$ cat src/rtl/pwm_run_controller.sv
// Run/stop supervisor for a group of PWM chains: free-running timebase prescaler,
// start/stop sequencing with sync pulses, stop timeout and fault handling.
module pwm_run_controller #(
   parameter int N_CHAINS        = 2,
   parameter int PRESCALER_WIDTH = 16,
   parameter int SYNC_WIDTH      = 16,
   parameter int TIMEOUT_WIDTH   = 16
) (
   input  logic                       clock,
   input  logic                       reset,
   input  logic                       start,
   input  logic                       stop,
   input  logic                       fault,
   input  logic                       fault_clear,
   input  logic [PRESCALER_WIDTH-1:0] prescale,
   input  logic [SYNC_WIDTH-1:0]      sync_period,
   input  logic [TIMEOUT_WIDTH-1:0]   stop_timeout,
   input  logic [N_CHAINS-1:0]        chain_status,
   output logic                       timebase,
   output logic                       counter_run,
   output logic                       stop_request,
   output logic                       sync,
   output logic [2:0]                 state,
   output logic                       timeout_flag
);

   typedef enum logic [2:0] {
      IDLE     = 3'd0,
      ARMING   = 3'd1,
      RUNNING  = 3'd2,
      STOPPING = 3'd3,
      FAULT    = 3'd4
   } state_t;

   state_t                     state_q, state_d;
   logic [PRESCALER_WIDTH-1:0] presc_cnt;
   logic [SYNC_WIDTH-1:0]      sync_cnt, sync_cnt_d, sync_last;
   logic [TIMEOUT_WIDTH-1:0]   to_cnt, to_cnt_d;
   logic                       to_en, to_en_d;
   logic                       sync_d, timeout_flag_d;
   logic                       chains_idle;

   assign chains_idle = (chain_status == '0);
   assign sync_last   = sync_period - SYNC_WIDTH'(1);
   assign state       = state_q;

   // An over-range count (after prescale shrinks) wraps without producing a tick.
   always_ff @(posedge clock) begin
      if (reset) begin
         presc_cnt <= '0;
         timebase  <= 1'b0;
      end else if (presc_cnt >= prescale) begin
         presc_cnt <= '0;
         timebase  <= (presc_cnt == prescale);
      end else begin
         presc_cnt <= presc_cnt + PRESCALER_WIDTH'(1);
         timebase  <= 1'b0;
      end
   end

   always_comb begin
      state_d        = state_q;
      sync_cnt_d     = sync_cnt;
      to_cnt_d       = to_cnt;
      to_en_d        = to_en;
      sync_d         = 1'b0;
      timeout_flag_d = timeout_flag;
      if (fault) begin
         state_d = FAULT;
      end else begin
         case (state_q)
            IDLE: begin
               if (start && !stop) state_d = ARMING;
            end
            ARMING: begin
               if (stop) begin
                  state_d = IDLE;
               end else if (timebase) begin
                  state_d    = RUNNING;
                  sync_d     = 1'b1;
                  sync_cnt_d = '0;
               end
            end
            RUNNING: begin
               if (stop) begin
                  state_d  = STOPPING;
                  to_cnt_d = stop_timeout;
                  to_en_d  = (stop_timeout != '0);
               end else if (timebase) begin
                  if ((sync_period != '0) && (sync_cnt >= sync_last)) begin
                     sync_d     = 1'b1;
                     sync_cnt_d = '0;
                  end else begin
                     sync_cnt_d = sync_cnt + SYNC_WIDTH'(1);
                  end
               end
            end
            STOPPING: begin
               // A zero timeout was latched as "wait forever".
               if (chains_idle) begin
                  state_d = IDLE;
               end else if (to_en) begin
                  if (to_cnt <= TIMEOUT_WIDTH'(1)) begin
                     state_d        = FAULT;
                     to_cnt_d       = '0;
                     timeout_flag_d = 1'b1;
                  end else begin
                     to_cnt_d = to_cnt - TIMEOUT_WIDTH'(1);
                  end
               end
            end
            FAULT: begin
               if (fault_clear && chains_idle) begin
                  state_d        = IDLE;
                  timeout_flag_d = 1'b0;
               end
            end
            default: state_d = IDLE;
         endcase
      end
   end

   // Outputs are decoded from the next state so they line up with the state register.
   always_ff @(posedge clock) begin
      if (reset) begin
         state_q      <= IDLE;
         sync_cnt     <= '0;
         to_cnt       <= '0;
         to_en        <= 1'b0;
         counter_run  <= 1'b0;
         stop_request <= 1'b0;
         sync         <= 1'b0;
         timeout_flag <= 1'b0;
      end else begin
         state_q      <= state_d;
         sync_cnt     <= sync_cnt_d;
         to_cnt       <= to_cnt_d;
         to_en        <= to_en_d;
         counter_run  <= (state_d == RUNNING);
         stop_request <= (state_d == STOPPING) || (state_d == FAULT);
         sync         <= sync_d;
         timeout_flag <= timeout_flag_d;
      end
   end

endmodule
$ cat config.mk
export PLATFORM = sky130hd
export DESIGN_NAME = pwm_run_controller
export DESIGN_NICKNAME = d
export VERILOG_FILES = /design/src/rtl/pwm_run_controller.sv
export SDC_FILE = /design/constraint.sdc
export NUM_CORES = 1
export LEC_CHECK = 0
export BUFFER_PORTS_ARGS = -buffer_cell sky130_fd_sc_hd__buf_2
export CORE_MARGIN = 2
export CORE_UTILIZATION = 41
export DETAILED_ROUTE_END_ITERATION = 10
export GPL_ROUTABILITY_DRIVEN = 0
export PLACE_DENSITY = 0.62
export SYNTH_ARGS = -nofsm -noshare
export SYNTH_HDL_FRONTEND = slang
export SYNTH_SLANG_ARGS = --single-unit
$ cat constraint.sdc
create_clock -name clock -period 6.6 [get_ports clock]
set_clock_uncertainty 0.2 [all_clocks]
set_input_delay 0.66 -clock clock [delete_from_list [all_inputs] [get_ports clock]]
set_output_delay 0.66 -clock clock [all_outputs]
set_load 0.02 [all_outputs]
==> impl_metrics.csv, run 1 <==
group,metric,value,unit
run_status,status,"complete, no violations",
yosys,synth.distinct_cells,54,
worst_setup_path,worstPathRequired,6.68,ns
worst_setup_path,critical-path-top-delay-family,"compound AO/OA/AOI/OAI gates",
sta,finalCritPeriodShare,50.88,%
sta,fin_tns_setup,0,ns
finish,fin_area,4613,um^2
detailed_routing,drc,0,
yosys,yosysMostFrequentCell,"nor2_1",
finish,fill_cells,1001,
finish,drive_gt1_share,15.73,%
floorplan,start_util,41.51,%
clock_network,insertion_delay,0.34,ns
yosys,synth.net_count,601,
worst_setup_path,r2r_end,"to_cnt[12]",
power,pwr_density_cell,159.8,nW/um^2
power,internal-power,554.8,uW
clock_network,cts_resized,0,
worst_setup_path,rr_worst_depth,6,
sta,rsz0062_at_grt,"no",
finish,syn_to_final_growth,15.29,%
yosys,ys_seq_elements,57,
floorplan,die_w,102.8,um
grt,grt_pass1_wl,15.70,mm
detailed_routing,drt-total-wl,9.646,mm
worst_setup_path,crit_buf_inv,1,
placement,dpl_cell_area,4420,um^2
worst_setup_path,crit_cells,12,
clock_network,clk_pin_slew,0.07,ns
sta,setup_ws,3.242,ns
worst_setup_path,crit_start,"sync_period[4]",
power,ir_drop,0.00008738,V
yosys,synth_top_area_share,28.52,%
placement,hpwl,7.316,mm
worst_setup_path,cp_slowest_cell,"a221oi_1",
power,switching_power,182.1,uW
detailed_routing,firstDrtPassIters,6,
sta,worst_slew_pin_slew,0.9025,ns
floorplan,ios,64,
power,power,737.0,uW
yosys,ys_warn_count,0,
finish,nets,661,
power,seq_power_share,47.5,%
worst_setup_path,endpoint,"sync_cnt[10]",
yosys,synthFlopType,"dfxtp_1",
sta,fmax,0.2978,GHz
power,p_comb_share,9.8,%
sta,holdWs,0.2787,ns
worst_setup_path,crit_top_cell,"a221oi_1",
clock_network,cts_tree,"built",
power,leakagePower,1.953,nW
clock_network,clockBufferDepth,2,
detailed_routing,wl_per_cell,13.68,um
yosys,synth_largest_area_cell,"dfxtp_1",
floorplan,dieArea,10570,um^2
placement,preCtsSetupSlack,2.897,ns
yosys,ys_seq_area_share,28.52,%
grt,grt_start_max_net_pins,27,
floorplan,dieHeight,102.8,um
detailed_routing,postRouteAntennaNets,0,
floorplan,core_area,9639,um^2
sta,finalHoldViolCount,0,
worst_setup_path,worstPathArrival,3.44,ns
worst_setup_path,slowest_delay,0.39,ns
floorplan,std_cell_rows,36,
worst_setup_path,critPathKind,"in -> reg",
grt,antenna_found_initial,0,
worst_setup_path,startpoint_type,"primary input",
worst_setup_path,worstPathCellList,"buf_2 > nor4_4 > nand4_1 > nor2_1 > xnor2_1 > ha_1 > a211oi_1 > o21ai_1 > a221oi_1 > o21ai_2 > a221oi_1 > a21o_1",
clock_network,cts-root-buf,"clkbuf_8",
detailed_routing,drtIter0Drc,165,
power,p_sw_share,24.71,%
clock_network,cts_sinks,57,
sta,drv_slew,0,
worst_setup_path,worstSetupEndpointType,"flip-flop",
yosys,syn_area_per_cell,7.892,um^2
detailed_routing,avgViaCountPerCell,5.389,
sta,slew_headroom,39.71,%
detailed_routing,vias,3799,
finish,antenna_cells,0,
clock_network,h-tree-depth,3,
clock_network,post_cts_buffers,0,
power,pwr-share-clk,42.6,%
worst_setup_path,r2r_start,"state[1]",
grt,grt_pass1_vias,3416,
sta,fin_crit,3.358,ns
grt,grt_overflow,0,
yosys,async_reset_ff_share,0,%
yosys,netlist_instances,507,
clock_network,cts_hold_buf,0,
clock_network,cts-buffers-inserted,9,
worst_setup_path,r2r_setup_slack,3.90,ns
yosys,ys_top_cells_by_count,"71 x nor2_1, 57 x dfxtp_1, 40 x nand2_1, 38 x ha_1, 28 x inv_1",
hold_path,hold_class,"reg -> reg",
placement,placed_cells,689,
yosys,synth.cell_area,4001,um^2
yosys,synth_edf_count,0,
grt,grt_usage,18.61,%
sta,setup_viol,0,
run,cap_viol_max_count,0,
yosys,netlist_top_cells_area,"dfxtp_1 29%, ha_1 12%, nor2_1 6.7%, xnor2_1 4.2%, xor2_1 4.2%",
worst_setup_path,cp_max_fo,9,
finish,post-route-util,47.86,%
placement,numPortBuffers,63,
finish,instances_no_fill,705,
hold_path,hp-start,"timeout_flag",
## worst min path at each step
stage,to,slack (ns),depth (start not counted)
3_5_place_dp,presc_cnt[0],0.27,1
2_1_floorplan,presc_cnt[0],0.24,1
3_3_place_gp,presc_cnt[0],0.27,1
6_report,timeout_flag,0.28,2
5_1_grt,presc_cnt[0],0.32,1
4_1_cts,timeout_flag,0.28,2
## cell type report
| type | count | area [um^2] | area share (%) |
|---|---|---|---|
| Sequential cell | 57 | 1141 | 24.74 |
| Timing Repair Buffer | 63 | 315.3 | 6.835 |
| Inverter | 28 | 105.1 | 2.278 |
| Multi-Input combinational cell | 408 | 2693 | 58.37 |
| Clock inverter | 2 | 10.01 | 0.2170 |
| Clock buffer | 14 | 182.7 | 3.960 |
| Tap cell | 133 | 166.4 | 3.607 |
## logic make-up (layout without fill, tap and decap cells)
kind of cell               after synthesis  in the layout  synth area share (%)
buffers and inverters                   42            107                 4.190
muxes                                    2              2                0.5316
adders and majority gates               38             38                 11.88
xor gates and xnor gates                38             38                 8.318
DFF                                     57             57                 28.52
AOI/OAI and AO/OA                      108            108                 18.70
and+or+nand+nor                        222            222                 27.86
## placed cells by master, fill, tap and decap left out, types with 7 or more instances in the layout
cell	instances
a21o_1	8
a21oi_1	19
a221oi_1	10
a31oi_1	7
and3_1	7
buf_2	63
clkbuf_8	13
dfxtp_1	57
ha_1	38
inv_1	28
nand2_1	40
nand3_1	23
nand4_1	12
nor2_1	71
nor2b_1	7
nor3_1	22
nor4_1	10
o21ai_0	10
o21ai_1	11
xnor2_1	19
xor2_1	19
## layer usage
layer  share of wire (%)  vias up  wire [um]  GRT usage (%)
li1                    -     1970          -              -
met1                  48     1731       4603          25.28
met2                  46       86       4481          30.22
met3                 4.6       12        442          4.542
met4                 1.2        0        119          3.947
met5                   0        -          0              0
## flip-flops by register name, indices dropped and copies added (netlist names)
register and flops:
stop_request 1, timebase 1, timeout_flag 1, counter_run 1, to_cnt 16, sync_cnt 16, presc_cnt 16, sync 1
state 3, to_en 1
## worst register-to-register path: stages, from the launching register on
cell	delay, ns
dfxtp_1	0.47
nor2b_1	0.36
nor2b_1	0.33
and2_1	0.72
o21ai_0	0.21
a22oi_1	0.23
nor2_1	0.06
## power groups by stage
stage	Sequential, mW	Clock (mW)	Combinational (mW)
after CTS	0.350	0.323	0.0731
final	0.350	0.314	0.0723
after detailed placement	0.358	0	0.0727
after floorplan	0.358	0	0.0398
after global placement	0.358	0	0.0707
after global routing	0.351	0.338	0.0822
Power figures use the tool's default switching activity.
==> run 2, diff against run 1 <==
==> constraint.sdc (replaced) <==
create_clock -name clock -period 3.1 [get_ports clock]
set_clock_uncertainty 0.2 [all_clocks]
set_input_delay 0.31 -clock clock [delete_from_list [all_inputs] [get_ports clock]]
set_output_delay 0.31 -clock clock [all_outputs]
set_load 0.02 [all_outputs]
==> impl_metrics.csv, run 2 (synthesized netlist as in run 1, its figures left out) <==
group,metric,value,unit
finish,antenna_cells,0,
finish,final_cell_mix,"71 x nor2_1, 63 x buf_2, 57 x dfxtp_1, 40 x nand2_1, 38 x ha_1",
clock_network,h-tree-depth,3,
floorplan,std_cell_rows,36,
worst_setup_path,worstPathArrival,2.94,ns
detailed_routing,avgViaCountPerCell,5.450,
floorplan,die_w,102.8,um
worst_setup_path,startpoint_type,"primary input",
grt,grt_pass1_vias,3609,
finish,top_regs,"presc_cnt: 16 flops, sync_cnt: 16 flops, to_cnt: 16 flops",
placement,preCtsSetupSlack,-0.2846,ns
run,cap_viol_max_count,0,
worst_setup_path,critPathKind,"in -> reg",
sta,setup_ws,0.2518,ns
worst_setup_path,rr_worst_depth,7,
placement,dpl_cell_area,4548,um^2
sta,fin_crit,2.848,ns
worst_setup_path,crit_top_cell,"buf_4",
sta,fmax,0.3511,GHz
worst_setup_path,r2r_setup_slack,0.61,ns
clock_network,cts-buffers-inserted,9,
clock_network,clk_pin_slew,0.07,ns
worst_setup_path,cp_max_fo,5,
clock_network,cts-root-buf,"clkbuf_8",
clock_network,clockBufferDepth,2,
sta,holdWs,0.05406,ns
detailed_routing,firstDrtPassIters,5,
worst_setup_path,worstPathCellList,"buf_2 > nor4_4 > nand4_1 > nor4_2 > xnor2_1 > ha_1 > buf_4 > o211ai_1 > nor2_1 > a221oi_2 > buf_4 > o21ai_2 > a221oi_1 > a21o_1",
finish,drive_gt1_share,18.98,%
sta,finalCritPeriodShare,91.88,%
run_status,status,"complete, no violations",
detailed_routing,drc,0,
power,leakagePower,2.057,nW
placement,placed_cells,706,
sta,drv_slew,0,
power,ir_drop,0.0002228,V
finish,nets,680,
worst_setup_path,worstPathRequired,3.19,ns
sta,fin_tns_setup,0,ns
hold_path,hold_class,"in -> reg",
grt,grt_start_max_net_pins,27,
worst_setup_path,worstSetupEndpointType,"flip-flop",
finish,syn_to_final_growth,19.86,%
sta,rsz0062_at_grt,"no",
sta,slew_headroom,63.17,%
floorplan,start_util,41.51,%
floorplan,core_area,9639,um^2
sta,setup_viol,0,
power,power,1.670,mW
detailed_routing,vias,3940,
grt,grt_usage,19.67,%
grt,antenna_found_initial,0,
hold_path,worst_hold_path.endpoint,"to_cnt[3]",
placement,numPortBuffers,63,
worst_setup_path,r2r_end,"to_cnt[9]",
detailed_routing,wl_per_cell,13.95,um
detailed_routing,drtIter0Drc,187,
clock_network,cts_tree,"built",
hold_path,hp-start,"stop_timeout[3]",
finish,post-route-util,49.75,%
clock_network,cts_sinks,57,
worst_setup_path,cp_slowest_cell,"a221oi_1",
worst_setup_path,r2r_start,"state[1]",
floorplan,dieArea,10570,um^2
hold_path,holdPathStages,3,
sta,finalHoldViolCount,0,
detailed_routing,postRouteAntennaNets,0,
floorplan,ios,64,
grt,grt_pass1_wl,16.46,mm
power,pwr_density_cell,348.3,nW/um^2
detailed_routing,drt-total-wl,10.09,mm
placement,hpwl,7.674,mm
worst_setup_path,crit_start,"sync_period[4]",
finish,fin_area,4796,um^2
clock_network,insertion_delay,0.34,ns
sta,worst_slew_pin_slew,0.5511,ns
finish,instances_no_fill,723,
clock_network,cts_hold_buf,0,
floorplan,dieHeight,102.8,um
grt,grt_overflow,0,
finish,fill_cells,1010,
finish,final_common_cell,"nor2_1",
worst_setup_path,slowest_delay,0.33,ns
-- run 2: changes by cell type in the layout (fill, tap and decap cells not counted), sizes merged --
cell,change
buf,+18
bufinv,+1
clkbuf,-1
clkinv,-1
o21ai,+1
-- run 2: how the worst max path moves through the flow --
| stage | cells after the start | to |
|---|---|---|
| finish | 14 | sync_cnt[2] |
| global route | 14 | sync_cnt[4] |
| CTS | 13 | sync_cnt[2] |
| detailed placement | 13 | sync_cnt[2] |
| global placement | 13 | sync_cnt[2] |
| floorplan | 10 | sync_cnt[4] |
-- run 2: critical path, delay by kind of cell --
family	cells	cell delay [ns]
xor gates and xnor gates	1	0.15
AOI/OAI and AO/OA	5	0.85
buffers and inverters	3	0.44
and+or+nand+nor	4	0.93
adders and majority gates	1	0.27
-- run 2: area by class of cell --
| type | count | area [um^2] | share of cell area [%] |
|---|---|---|---|
| Clock buffer | 13 | 178.9 | 3.731 |
| Clock inverter | 2 | 35.03 | 0.7305 |
| Inverter | 28 | 105.1 | 2.191 |
| Multi-Input combinational cell | 409 | 2719 | 56.69 |
| Sequential cell | 57 | 1141 | 23.79 |
| Tap cell | 133 | 166.4 | 3.470 |
| Timing Repair Buffer | 81 | 450.4 | 9.392 |
-- run 2: routing by layer --
layer	wire [um]	vias up	share of wire, %	GRT usage (%)
met5	0	-	0	0
met4	141	0	1.4	5.466
met3	475	16	4.7	4.814
met2	4716	87	47	31.93
met1	4754	1837	47	26.17
li1	-	2000	-	-
-- run 2: power breakdown --
group | internal [mW] | total [mW] | switching (mW)
clock | 0.453 | 0.756 | 0.302
combinational | 0.0792 | 0.169 | 0.0895
sequential | 0.738 | 0.746 | 0.00801
-- run 2: repair_timing --
action / CTS / global route
endpoints found under the hold margin: 0 / 0
setup buffers: 0 / 1
resized for setup: 0 / 4
endpoints found under the setup margin: 0 / 17
